===== config.mk =====
export PLATFORM = sky130hd
export DESIGN_NAME = if_fetch_unit
export DESIGN_NICKNAME = d
export VERILOG_FILES = /design/src/rtl/riscv_pkg.sv /design/src/rtl/fetch_queue.sv /design/src/rtl/if_fetch_unit.sv
export SDC_FILE = /design/constraint.sdc
export NUM_CORES = 1
export LEC_CHECK = 0
export ABC_AREA = 1
export BUFFER_PORTS_ARGS = -buffer_cell sky130_fd_sc_hd__buf_2
export CAP_MARGIN = 30
export CORE_MARGIN = 8
export CORE_UTILIZATION = 35
export DETAILED_ROUTE_END_ITERATION = 6
export PLACE_DENSITY = 0.52
export SYNTH_ARGS = -nofsm -noshare
export SYNTH_HDL_FRONTEND = slang
export SYNTH_SLANG_ARGS = --single-unit

===== constraint.sdc =====
create_clock -name clk -period 3.7 [get_ports clk]
set_clock_uncertainty 0.05 [all_clocks]
set_input_delay 0.37 -clock clk [delete_from_list [all_inputs] [get_ports clk]]
set_output_delay 0.37 -clock clk [all_outputs]
set_load 0.02 [all_outputs]

===== src/rtl/riscv_pkg.sv =====
// Shared RISC-V pipeline constants and the fetch-queue entry type.
package riscv_pkg;
  localparam int              XLEN      = 32;
  localparam logic [XLEN-1:0] NOP_INSTR = 32'h0000_0013;
  localparam logic [XLEN-1:0] PC_STEP   = 32'd4;

  typedef struct packed {
    logic [XLEN-1:0] pc;
    logic [XLEN-1:0] instr;
  } fq_entry_t;
endpackage


===== src/rtl/fetch_queue.sv =====
// In-order fetch buffer: entries are allocated at request accept, filled at
// response time and read from the head; flush empties it in one cycle.
module fetch_queue
  import riscv_pkg::*;
#(
  parameter int FQ_DEPTH = 4,
  localparam int PW = $clog2(FQ_DEPTH),
  localparam int CW = PW + 1
) (
  input  logic            clk,
  input  logic            reset,
  input  logic            flush,
  input  logic            alloc,
  input  logic [XLEN-1:0] alloc_pc,
  input  logic            fill,
  input  logic [XLEN-1:0] fill_instr,
  input  logic            pop,
  output logic            head_valid,
  output fq_entry_t       head,
  output logic [CW-1:0]   count,
  output logic [CW-1:0]   unfilled
);
  logic [PW-1:0] alloc_ptr, fill_ptr, rd_ptr;
  logic [CW-1:0] count_q, filled_q;
  fq_entry_t     mem [FQ_DEPTH];

  always_ff @(posedge clk) begin
    if (!reset || flush) begin
      alloc_ptr <= '0;
      fill_ptr  <= '0;
      rd_ptr    <= '0;
      count_q   <= '0;
      filled_q  <= '0;
    end else begin
      if (alloc) alloc_ptr <= alloc_ptr + PW'(1);
      if (fill)  fill_ptr  <= fill_ptr + PW'(1);
      if (pop)   rd_ptr    <= rd_ptr + PW'(1);
      count_q  <= count_q + CW'(alloc) - CW'(pop);
      filled_q <= filled_q + CW'(fill) - CW'(pop);
    end
  end

  // Entry storage carries no reset; validity lives entirely in the counters.
  always_ff @(posedge clk) begin
    if (alloc) mem[alloc_ptr].pc <= alloc_pc;
    if (fill)  mem[fill_ptr].instr <= fill_instr;
  end

  assign head_valid = (filled_q != '0);
  assign head       = mem[rd_ptr];
  assign count      = count_q;
  assign unfilled   = count_q - filled_q;
endmodule


===== src/rtl/if_fetch_unit.sv =====
// Instruction-fetch stage: owns the fetch PC, issues imem requests, buffers
// in-order responses and presents InstrF/PCF/PCplus4F (or a NOP bubble) to ID.
module if_fetch_unit
  import riscv_pkg::*;
#(
  parameter logic [XLEN-1:0] RESET_PC = 32'h0000_0000,
  parameter int              FQ_DEPTH = 4
) (
  input  logic            clk,
  input  logic            reset,
  input  logic            StallF,
  input  logic            PCSrcE,
  input  logic [XLEN-1:0] PCTargetE,
  output logic            imem_req_valid,
  input  logic            imem_req_ready,
  output logic [XLEN-1:0] imem_req_addr,
  input  logic            imem_rsp_valid,
  input  logic [XLEN-1:0] imem_rsp_data,
  output logic [XLEN-1:0] InstrF,
  output logic [XLEN-1:0] PCF,
  output logic [XLEN-1:0] PCplus4F,
  output logic            ValidF
);
  localparam int CW = $clog2(FQ_DEPTH) + 1;

  logic [XLEN-1:0] fetch_pc;
  logic [CW-1:0]   drop_cnt, count, unfilled;
  logic            head_valid, accept, rsp_taken, fill, pop;
  fq_entry_t       head;

  // Stale (dropped) responses still occupy a slot until they return.
  assign imem_req_valid = reset && !PCSrcE &&
                          (({1'b0, count} + {1'b0, drop_cnt}) < (CW+1)'(FQ_DEPTH));
  assign imem_req_addr  = fetch_pc;
  assign accept         = imem_req_valid && imem_req_ready;
  assign rsp_taken      = imem_rsp_valid && ((drop_cnt != '0) || (unfilled != '0));
  assign fill           = rsp_taken && (drop_cnt == '0) && !PCSrcE;
  assign pop            = head_valid && !StallF && !PCSrcE;

  always_ff @(posedge clk) begin
    if (!reset) begin
      fetch_pc <= RESET_PC;
      drop_cnt <= '0;
    end else if (PCSrcE) begin
      fetch_pc <= PCTargetE;
      drop_cnt <= drop_cnt + unfilled - CW'(rsp_taken);
    end else begin
      if (accept) fetch_pc <= fetch_pc + PC_STEP;
      if (rsp_taken && (drop_cnt != '0)) drop_cnt <= drop_cnt - CW'(1);
    end
  end

  fetch_queue #(.FQ_DEPTH(FQ_DEPTH)) u_queue (
    .clk        (clk),
    .reset      (reset),
    .flush      (PCSrcE),
    .alloc      (accept),
    .alloc_pc   (fetch_pc),
    .fill       (fill),
    .fill_instr (imem_rsp_data),
    .pop        (pop),
    .head_valid (head_valid),
    .head       (head),
    .count      (count),
    .unfilled   (unfilled)
  );

  assign ValidF   = head_valid;
  assign InstrF   = head_valid ? head.instr : NOP_INSTR;
  assign PCF      = head_valid ? head.pc : '0;
  assign PCplus4F = PCF + PC_STEP;
endmodule


# After elaboration in Yosys (flattened, before gate mapping)

Memory sizes are Yosys's and may differ from the RTL's. A register that Yosys moved wholly into a read port is not among the register bits.
Cells that the tools add are included.
Widths: inputs -> output; s select.

$lt $le $gt $ge: 1
$add $sub $neg: 14
Muxes and demuxes: 12
Reductions and logical operators: 20

Operator list:

| kind                  | number |
|---|---|
| $mux 32               | 4 |
| $add 32x3->32 const B | 2 |
| $logic_and 1x1->1     | 9 |
| $reduce_bool 3->1     | 3 |
| $sub 3x1->3           | 3 |
| $add 2x1->2 const B   | 3 |
| $add 3x1->3           | 2 |
| $mux 3                | 2 |
| $add 3x3->4           | 1 |
| $lt 4x3->1 const B    | 1 |
| $mux 1                | 4 |
| $mux 2                | 2 |
| $reduce_bool 2->1     | 2 |
| $add 3x3->3           | 1 |
| $logic_not 1->1       | 3 |
| $logic_not 3->1       | 1 |
| $sub 3x1->3 const B   | 1 |
| $sub 3x3->3           | 1 |
| $logic_or 1x1->1      | 2 |

Output and inout bits: 130
Register bits after elaboration: 47
Logic and storage cells: 55
Bits of input ports: 70
Memories kept: 1
Memory bits (writable): 256

Memories:

| memory      | depth | width | read ports | clocked after Yosys merged registers in | wr ports | RTL line          | source |
|---|---|---|---|---|---|---|---|
| u_queue.mem | 4     | 64    | 1          | 1                                       | 2        | fetch_queue.sv:25 | `fq_entry_t mem [FQ_DEPTH];` |

# Longest topological paths before layout

Gate-level depths: netlist of run 1.

Depth after elaboration: 8
Depth in mapped cells: 16
Depth with buffers taken out: 16

# Hierarchy

From an unflattened synthesis of run 1, not the netlist that was laid out.

Cells, all modules: 1,601
Area, all modules: 14,834.2 sq um

By module, submodules not included:

| module        | cells each | times used | seq. area each (sq um) | area an instance (sq um) |
|---|---|---|---|---|
| fetch_queue   | 854        | 1          | 7,967.6                | 10,819.1 |
| if_fetch_unit | 747        | 1          | 700.7                  | 4,015.1 |

# Least setup slack after synthesis of run 1

Ideal clock, no wire load.

Kind: reg2reg
Start: reg u_queue.count_q[0], in the netlist u_queue.count[0]
End: mem u_queue.mem[0][0] in the netlist's numbering, enable pin
Period minus slack after synthesis: 3.382 ns
Buffers on the path: 0
Arrival time: 2.911 ns
Data required time: 3.229 ns
Cell stages (with the launch flop): 9
Path slack: 0.318 ns
Cells stage by stage: dfxtp_1 > inv_1 > ha_1 > fa_1 > xnor2_1 > xor2_1 > nand3_1 > nand4_1 > nor2_1

RTL lines:

| item                     | RTL line          | source |
|---|---|---|
| start: declaration       | fetch_queue.sv:24 | `logic [CW-1:0] count_q, filled_q;` |
| start signal: assignment | fetch_queue.sv:38 | `count_q <= count_q + CW'(alloc) - CW'(pop);` |
| end: declaration         | fetch_queue.sv:25 |  |

# Worst setup path in the final report of run 1

Start: reg u_queue.count_q[0], in the netlist u_queue.count[0]
End: reg drop_cnt[2]

Word-level cells in the longest chain between the ends: 6
Elaborated cells between the ends (all ways): 9
Classes of those cells: add/sub: 3; mux: 1; reduce/logical: 5

Ends and longest elaborated chain:

| item                                                                | RTL line            | source |
|---|---|---|
| $sub 3x3->3 (*)                                                     | fetch_queue.sv:52   | `assign unfilled = count_q - filled_q;` |
| parallel branches: the longest is 5 deep, another holds $add 3x3->3 | n/a                 |  |
| end signal: assignment                                              | if_fetch_unit.sv:46 | `drop_cnt <= drop_cnt + unfilled - CW'(rsp_taken);` |
| end signal: assignment                                              | if_fetch_unit.sv:49 | `if (rsp_taken && (drop_cnt != '0)) drop_cnt <= drop_cnt - CW'(1);` |
| end: declaration                                                    | if_fetch_unit.sv:27 | `logic [CW-1:0] drop_cnt, count, unfilled;` |

Every way passes the cells marked *.
A chain may end at the register's enable or synchronous reset.

==> results of run 1 <==
[path summary, 6_finish.rpt]
| path | startpoint | to | slack (ns) | depth (start not counted) |
|---|---|---|---|---|
| worst min register to register | u_queue.rd_ptr[1]$_SDFFE_PP0P_ | flop | 0.42 | 2 |
| worst min-delay path | imem_rsp_data[9] | u_queue.mem[0][9]$_DFFE_PP_ | 0.02 | 1 |
| worst max-delay path | u_queue.count[0]$_SDFF_PP0_ | drop_cnt[2]$_SDFFE_PN0P_ | 0.37 | 15 |
| worst max register to register | u_queue.count[0]$_SDFF_PP0_ | drop_cnt[2]$_SDFFE_PN0P_ | 0.37 | 15 |
[cells in the final DEF (no fill, tap or decap), drive strengths merged, types with 17 or more instances in the layout]
cell type	instances
nand2	375
nor2	299
edfxtp	256
buf	224
inv	136
o21ai	104
nand3	104
a21oi	64
dfxtp	49
clkbuf	37
xor2	32
ha	22
nand4	18
clkinv	17
[cells in the mapped netlist (all sizes together)]
master / count / area (um2)
nand4: 18 / 113
xnor2: 4 / 35.0
o21ai: 104 / 520
a211oi: 2 / 15.0
o311ai: 3 / 26.3
a21oi: 64 / 320
o211ai: 2 / 15.0
a22oi: 3 / 22.5
ha: 22 / 275
edfxtp: 256 / 7690
xor2: 32 / 280
dfxtp: 49 / 981
buf: 48 / 333
nand2: 375 / 1460
nand3: 104 / 551
fa: 4 / 80.1
a41oi: 1 / 8.76
nor2: 299 / 1270
inv: 135 / 517
clkinv: 1 / 3.75
nor3: 10 / 60.1
or2: 1 / 6.26
clkbuf: 17 / 63.8
a31oi: 5 / 31.3
nand3b: 1 / 7.51
o221ai: 1 / 8.76
[cell type report]
class / instances / share of cell area
sequential: 305 / 0.497
multi-input combinational: 1055 / 0.295
timing repair buffer: 230 / 0.0734
clock buffer: 37 / 0.0506
tap: 539 / 0.0386
inverter: 136 / 0.0298
clock inverter: 24 / 0.0155
[cells by family after synthesis]
| family | count (synthesis) | synth area share |
|---|---|---|
| buffers and inverters | 201 | 0.0624 |
| flip-flops | 305 | 0.590 |
| AND/OR/NAND/NOR | 808 | 0.236 |
| XOR/XNOR | 36 | 0.0215 |
| adder cells (fa/ha/maj) | 26 | 0.0242 |
| AO/OA/AOI/OAI | 185 | 0.0659 |
[metrics by stage]
stage | hold slack (ns) | cells
after floorplan | 0.386 | 1561
after global placement | 0.407 | 2259
after detailed placement | 0.420 | 2259
after CTS | 0.0000159 | 2325
after global routing | 0.00499 | 2326
final | 0.0201 | 2326
[flip-flops by register name, summed over array words and instances, names as in the netlist, named ones only]
signal,count
drop_cnt,3
u_queue.filled_q,3
u_queue.fill_ptr,2
u_queue.mem,256
u_queue.alloc_ptr,2
u_queue.rd_ptr,2
u_queue.count,3
imem_req_addr,32
[power breakdown]
part           switching, mW  internal [mW]  leakage [nW]
Clock                   1.33           2.14         0.560
Combinational          0.278          0.157          3.69
Sequential            0.0902           3.78          2.74
Total                   1.70           6.08          6.99
[per-layer routing]
layer	global-route usage	vias to the layer above	wire length (um)
met2	0.271	271	18700
met4	0.0491	6	1050
li1	-	5590	-
met1	0.223	5205	19500
met3	0.0309	71	2020
met5	0	-	41
[repair_timing]
item / in CTS / in global routing
setup buffers: 0 / 0
hold buffers: 5 / 1
endpoints found under the hold margin: 20 / 1
==> flow_summary.ini, run 1 <==
[global_routing]
antenna_found_initial = 3
grt_pass1_vias = 11191
grt_pass1_wl_um = 64500
grt.overflow.total = 0
grt_max_degree = 69
globalRouteTotalUtil = 0.166

[clocking]
clk_pin_slew_ns = 0.06
h-tree-depth = 2
clock-sinks = 305
cts_root_buffer = clkbuf_16
cts_tree = built
max-clock-path-buffers = 3
cts_buffers = 34
insertion_delay_ns = 0.51
cts_resized = 0

[routing]
ant_nets = 0
wire_per_inst_um = 17.8
drc = 0
routed_wl_um = 41400
routed_via_density = 4.79
via_count = 11143
drtIter0Drc = 800
drt_pre_antenna_iters = 6

[floorplanning]
initial_core_util = 0.353
die_w_um = 221
dieArea_um2 = 48800
pin_count = 200
coreArea_um2 = 41700
die_y_um = 221
rows = 75

[worst_setup_path]
endpoint_kind = flop
path_buf_inv = 2
worst_setup_path_start_kind = flop
cp.arrival_ns = 3.65
cp_slowest_cell = fa_1
cp_slowest_stage_delay_ns = 0.37
path_max_fanout = 4
required_ns = 4.03
crit_type = reg2reg
crit_chain = inv_1 -> ha_1 -> fa_1 -> xnor2_1 -> xor2_1 -> a41oi_1 -> ha_1 -> inv_1 -> ha_1 -> fa_1 -> xnor2_1 -> xnor2_1 -> nor2_1 -> o21ai_0 -> a21oi_1
path_delay_family = adder cells

[sta]
fin_ws_ns = 0.375
setup_tns_ns = 0
rsz0062_at_grt = false
hold_viol_final = 0
finalSetupViolCount = 0
slew_headroom = 0.507
max_freq_ghz = 0.301
drv_slew = 0
post-route-period-util = 0.899
fin_crit_ns = 3.33
worst_slew_pin_slew_ns = 0.739

[placed_design]
place_congestion = 0.855
post-dp-hpwl_um = 28300
placed_area_um2 = 16200
dp_slack_ns = 0.387
io_buffer_count = 199

[layout]
final-seq-area_um2 = 8670
drive_above_1_share = 0.194
multi_input_area_um2 = 5160
fillers = 4154
fin_util = 0.419
finalNetCount = 1858
stdcell_area_um2 = 17500
area_growth_pct = 18.8
diodes = 0

[pwr]
powerDensity_nw_per_um2 = 445
ir_drop_uv = 273
leakagePower_nw = 6.99
p_total_mw = 7.78

[job]
cap_viol_max_count = 0

[logic_synthesis]
syn_area_per_cell_um2 = 9.41
ys_types = 41
synthesis.area_um2 = 14700
synth_seq_cells = 305
yosysSeqAreaShare = 0.590
syn_nets = 1657
postSynthCellCount = 1561
synth_warnings = 0

[min_path]
min_path_type = in2reg

[run_status]
outcome = finished clean
Power figures use the tool's default switching activity.
==> run 2, diff against run 1 <==
PLACE_DENSITY = 0.54   (was 0.52)
clock period = 2.93 ns   (was 3.7 ns; I/O delays follow)
==> run 2 against run 1 <==
Against the previous run: the run now ends with negative setup slack left; register-to-register slack worse by 0.52 ns; first-iteration DRC count increased by 3.1%; die area stayed put; core utilization is 4.0 points higher; clock-buffer cell count is the same; power is 23% higher; highest routed layer is now met4.
==> flow_summary.ini, run 2 (synthesis results as in run 1) <==
[routing]
drc = 0
drt_pre_antenna_iters = 5
wire_per_inst_um = 18.0
routed_wl_um = 43900
via_count = 11879
routed_via_density = 4.87
drtIter0Drc = 825
ant_nets = 0

[placed_design]
place_congestion = 0.902
io_buffer_count = 199
post-dp-hpwl_um = 28800
dp_slack_ns = -0.283

[sta]
slew_headroom = 0.658
post-route-period-util = 1.05
finalSetupViolCount = 1
rsz0062_at_grt = true
worst_slew_pin_slew_ns = 0.512
fin_crit_ns = 3.08
drv_slew = 0
whs_ns = 0.0268
max_freq_ghz = 0.325
hold_viol_final = 0
setup_tns_ns = -0.145
fin_ws_ns = -0.145

[worst_setup_path]
cp.arrival_ns = 3.42
required_ns = 3.27
cp_slowest_stage_delay_ns = 0.37
cp_slowest_cell = fa_2
path_max_fanout = 2
r2r_setup_slack_ns = -0.15
worst_setup_path_start_kind = flop
r2r-start = u_queue.count[0]$_SDFF_PP0_
endpoint_kind = flop
r2r-end = drop_cnt[2]$_SDFFE_PN0P_
crit_type = reg2reg
ff2ff_path_depth = 15
crit_chain = inv_2 -> ha_4 -> fa_2 -> xnor2_2 -> xor2_1 -> a41oi_2 -> ha_1 -> inv_1 -> ha_2 -> fa_2 -> xnor2_2 -> xnor2_1 -> nor2_1 -> o21ai_1 -> a21oi_1

[floorplanning]
pin_count = 200
rows = 75
initial_core_util = 0.353
die_y_um = 221
coreArea_um2 = 41700
dieArea_um2 = 48800
die_w_um = 221

[pwr]
ir_drop_uv = 317
p_total_mw = 9.55
powerDensity_nw_per_um2 = 499
leakagePower_nw = 7.67

[min_path]
hold_end = imem_req_addr[19]$_SDFFE_PN0N_
min_from = PCTargetE[19]
min_path_type = in2reg
holdPathStages = 3

[clocking]
cts_tree = built
h-tree-depth = 2
insertion_delay_ns = 0.52
max-clock-path-buffers = 3
cts_buffers = 34
clock-sinks = 305
clk_pin_slew_ns = 0.06
cts_root_buffer = clkbuf_16

[layout]
largest_register_ffs = 256
finalNetCount = 1978
drive_above_1_share = 0.279
diodes = 0
final_cell_mix = nand2_1, edfxtp_1, nor2_1
final_common_cell = nand2_1
area_growth_pct = 30.3
max_flop_register = u_queue.mem

[global_routing]
grt_max_degree = 57
globalRouteTotalUtil = 0.171
grt.overflow.total = 0
grt_pass1_wl_um = 66700
grt_pass1_vias = 11799
antenna_found_initial = 0

[job]
cap_viol_max_count = 0

[run_status]
violations = negative setup slack
outcome = complete, but fails checks
-- run 2: changes by cell type in the layout (fill, tap and decap cells not counted), moves of 18 or more --
| cell | previous run | this run |
|---|---|---|
| buf_4 | 22 | 81 |
| buf_6 | 0 | 20 |
| dlygate4sd3_1 | 6 | 39 |
| nand2_1 | 357 | 332 |
| nand2_2 | 16 | 36 |
| nand3_1 | 101 | 78 |
| nand3_2 | 1 | 22 |
| nor2_1 | 261 | 229 |
| nor2_2 | 18 | 36 |
-- run 2: critical path: cells and delay by family, from the launching register on --
kind | cells | cell delay [ns]
and+or+nand+nor | 1 | 0.08
buffers and inverters | 2 | 0.09
xor gates and xnor gates | 4 | 0.72
adders and majority gates | 5 | 1.33
AOI/OAI and AO/OA | 3 | 0.35
DFF | 1 | 0.33
-- run 2: worst max path at each step --
stage | from | to | depth (start not counted)
floorplan | u_queue.count[0]$_SDFF_PP0_ | u_queue.mem[0][0]$_DFFE_PP_ | 8
global placement | u_queue.count[0]$_SDFF_PP0_ | drop_cnt[2]$_SDFFE_PN0P_ | 15
detailed placement | u_queue.count[0]$_SDFF_PP0_ | drop_cnt[2]$_SDFFE_PN0P_ | 15
CTS | u_queue.count[0]$_SDFF_PP0_ | drop_cnt[2]$_SDFFE_PN0P_ | 16
global route | u_queue.count[0]$_SDFF_PP0_ | drop_cnt[2]$_SDFFE_PN0P_ | 16
finish | u_queue.count[0]$_SDFF_PP0_ | drop_cnt[2]$_SDFFE_PN0P_ | 15
-- run 2: report_power, final --
part / switching, mW / total [mW] / leakage (nW) / internal [mW]
Combinational: 0.410 / 0.679 / 4.42 / 0.269
Clock: 1.69 / 4.00 / 0.506 / 2.31
Sequential: 0.0963 / 4.87 / 2.74 / 4.78
-- run 2: area by class of cell --
type	count	area, um2
multi-input cells	1055	5600
well taps	539	674
repair buffers	348	2580
repair inverters	2	17.5
clock buffers	37	862
clock inverters	19	168
flip-flops and latches	305	8680
inverters	136	557
fillers	4017	22500
-- run 2: per-stage QoR --
step,utilization,cells,cell area [um2]
after global placement,0.396,2281,16500
after floorplan,-,1561,14700
final,0.459,2441,19100
after detailed placement,0.396,2281,16500
after CTS,0.440,2391,18300
after global routing,0.459,2441,19100
-- run 2: timing repair --
action,4_1_cts,5_1_grt
pin swaps,22,52
hold buffers,39,0
hold endpoints to repair,135,0
cloned,4,2
gates resized for setup,62,120
setup buffers,11,49
endpoints found under the setup margin,25,25
-- run 2: routing by layer --
metal  track usage  share of wire  routed length (um)  vias up
met1         0.222           0.44               19300     5636
met3        0.0278          0.055                2430       65
met2         0.294           0.48               21100      356
met4        0.0478          0.022                 969        0
met5             0              0                   0        -
li1              -              -                   -     5822
==> run 3, diff against run 2 <==
ABC_AREA = not set   (was 1)
CORE_UTILIZATION = 30   (was 35)
PLACE_DENSITY = 0.48   (was 0.54)
==> run 3 against run 2 <==
Against the previous run: the flow still finishes with violations (negative setup slack); flip-flop and latch count unchanged; core utilization down 5.6 points; maximum frequency down 13%; clock power up 12%; global-route usage down 3.1 points; synthesized cell count down 42%.
==> flow_summary.ini, run 3 <==
[global_routing]
globalRouteTotalUtil = 0.140
grt_pass1_vias = 8981
antenna_found_initial = 1
grt_max_degree = 33
grt_pass1_wl_um = 55000
grt.overflow.total = 0

[worst_setup_path]
worst_setup_path_start_kind = flop
ff2ff_path_depth = 16
required_ns = 2.59
r2r_setup_slack_ns = -0.11
r2r-end = drop_cnt[2]$_SDFFE_PN0P_
cp.arrival_ns = 3.20
r2r-start = u_queue.count[0]$_SDFF_PP0_
endpoint_kind = primary output
crit_type = reg2out
path_max_fanout = 7

[job]
cap_viol_max_count = 0

[routing]
ant_nets = 0
drt_pre_antenna_iters = 6
routed_via_density = 4.69
via_count = 8747
drc = 0
wire_per_inst_um = 19.6
drtIter0Drc = 546
routed_wl_um = 36600

[clocking]
clock-sinks = 305
max-clock-path-buffers = 3
cts_root_buffer = clkbuf_16
insertion_delay_ns = 0.54
cts_tree = built
cts_buffers = 36
h-tree-depth = 2
clk_pin_slew_ns = 0.06

[logic_synthesis]
yosysTopAreaCellShare = 0.573
synth_simple_gate_area_share = 0.113
synth_fa_ha_area_frac = 0.0265
synth_top_family_by_area = multiplexers
synthesis.area_um2 = 13400
ys_types = 51
synthArstFlopShare = 0
synth.top_cells.by_count = edfxtp_1, and2_1, nand2_1
synth.largest_area_cell = edfxtp_1
syn_nets = 995
syn_area_per_cell_um2 = 14.9
yosysSeqAreaShare = 0.646
synth_seq_cells = 305
synthFlopType = edfxtp_1
synth_warnings = 0
synth-compound-area-share = 0.0369
synth-edff-count = 256
yosys.cell_count.top_type = edfxtp_1
synth_xor_area_frac = 0.0320
synth_top_cells_by_area = edfxtp_1, mux4_2, dfxtp_1
muxShareOfSynthArea = 0.121
postSynthCellCount = 899

[pwr]
powerDensity_nw_per_um2 = 572
ir_drop_uv = 333
leakagePower_nw = 6.70
p_total_mw = 10.2

[sta]
hold_viol_final = 0
drv_slew = 0
fin_ws_ns = -0.610
finalSetupViolCount = 26
fin_crit_ns = 3.54
rsz0062_at_grt = true
worst_slew_pin_slew_ns = 0.887
max_freq_ghz = 0.283
slew_headroom = 0.407
post-route-period-util = 1.21

[min_path]
holdPathStages = 3
min_path_type = in2reg
min_from = PCTargetE[27]
hold_end = imem_req_addr[27]$_SDFFE_PN0N_

[layout]
area_growth_pct = 32.9
final_common_cell = edfxtp_1
max_flop_register = u_queue.mem
finalNetCount = 1342
largest_register_ffs = 256
stdcell_area_um2 = 17800
final_cell_mix = edfxtp_1, buf_2, buf_4
diodes = 0
fin_cells = 1866
drive_above_1_share = 0.366

[run_status]
violations = negative setup slack
outcome = complete, but fails checks

[floorplanning]
die_w_um = 228
coreArea_um2 = 44200
initial_core_util = 0.304
die_y_um = 228
dieArea_um2 = 51800
rows = 77
pin_count = 200

[placed_design]
place_congestion = 0.793
post-dp-hpwl_um = 25400
placed_area_um2 = 15800
io_buffer_count = 199
dp_cells = 1730
run 3: changes by cell type after synthesis, sizes merged, moves of 8 or more:
cell	previous run	this run
nand4	18	10
nor2	299	52
nand3	104	27
o21ai	104	21
xor2	32	22
xnor2	4	27
buf	48	17
a21oi	64	27
clkbuf	17	28
mux4	0	67
and2	0	75
and3	0	17
inv	135	30
nand2	375	63
run 3: what timing repair did:
item | in CTS | in global routing
pin swaps | 7 | 6
hold buffers | 61 | 0
gates resized for setup | 39 | 14
setup buffers | 5 | 5
endpoints found under the hold margin | 157 | 0
endpoints found under the setup margin | 28 | 30
run 3: worst max-delay path by stage:
stage | startpoint | to | slack [ns] | cells after the start
finish | flop | PCplus4F[28] | -0.61 | 10
global route | flop | PCplus4F[28] | -0.71 | 10
CTS | flop | PCplus4F[28] | -0.70 | 10
detailed placement | u_queue.count[0]$_SDFF_PP0_ | drop_cnt[2]$_SDFFE_PN0P_ | -0.17 | 16
global placement | u_queue.count[0]$_SDFF_PP0_ | drop_cnt[2]$_SDFFE_PN0P_ | -0.16 | 16
floorplan | flop | PCplus4F[30] | -0.46 | 12
run 3: final cells by class:
cell class | count | area [um2]
clock buffer | 45 | 966
clock inverter | 21 | 220
fill | 4137 | 26400
inverter | 31 | 116
multi-input combinational | 518 | 4610
sequential | 305 | 8680
tap | 592 | 741
timing repair buffer | 354 | 2500
run 3: metrics by stage:
step | setup slack, ns | hold slack [ns] | setup TNS [ns] | utilization
after floorplan | -0.456 | 0.342 | -1.98 | -
after global placement | -0.155 | 0.442 | -0.535 | 0.357
after detailed placement | -0.174 | 0.449 | -0.682 | 0.357
after CTS | -0.700 | 0.00415 | -8.04 | 0.401
after global routing | -0.713 | 0.0375 | -10.76 | 0.403
final | -0.610 | 0.0350 | -6.64 | 0.403
run 3: logic make-up (layout without fill, tap and decap cells):
family                     count (synthesis)  after routing
adders and majority gates                 26             26
muxes                                     74             74
buffers and inverters                     76            451
AOI/OAI and AO/OA                         81             81
xor gates and xnor gates                  49             49
DFF                                      305            305
and+or+nand+nor                          288            288
run 3: critical path, stage by stage, from the launching register on:
cell and delay [ns]:
dfxtp_4 0.38, mux4_2 0.36, and2_4 0.16, ha_4 0.13
nand2_2 0.05, or4_4 0.44, or4_4 0.56, buf_6 0.16
nor3_4 0.14, xor2_2 0.16, buf_6 0.13
run 3: per-layer routing:
layer	GRT usage	share of wire	vias up
li1	-	-	4108
met1	0.199	0.46	4369
met2	0.218	0.46	234
met3	0.0249	0.057	36
met4	0.0375	0.016	0
met5	0	0	-
run 3: report_power, final:
group / switching, mW / internal (mW)
clock: 1.79 / 2.71
sequential: 0.0883 / 4.79
combinational: 0.435 / 0.383
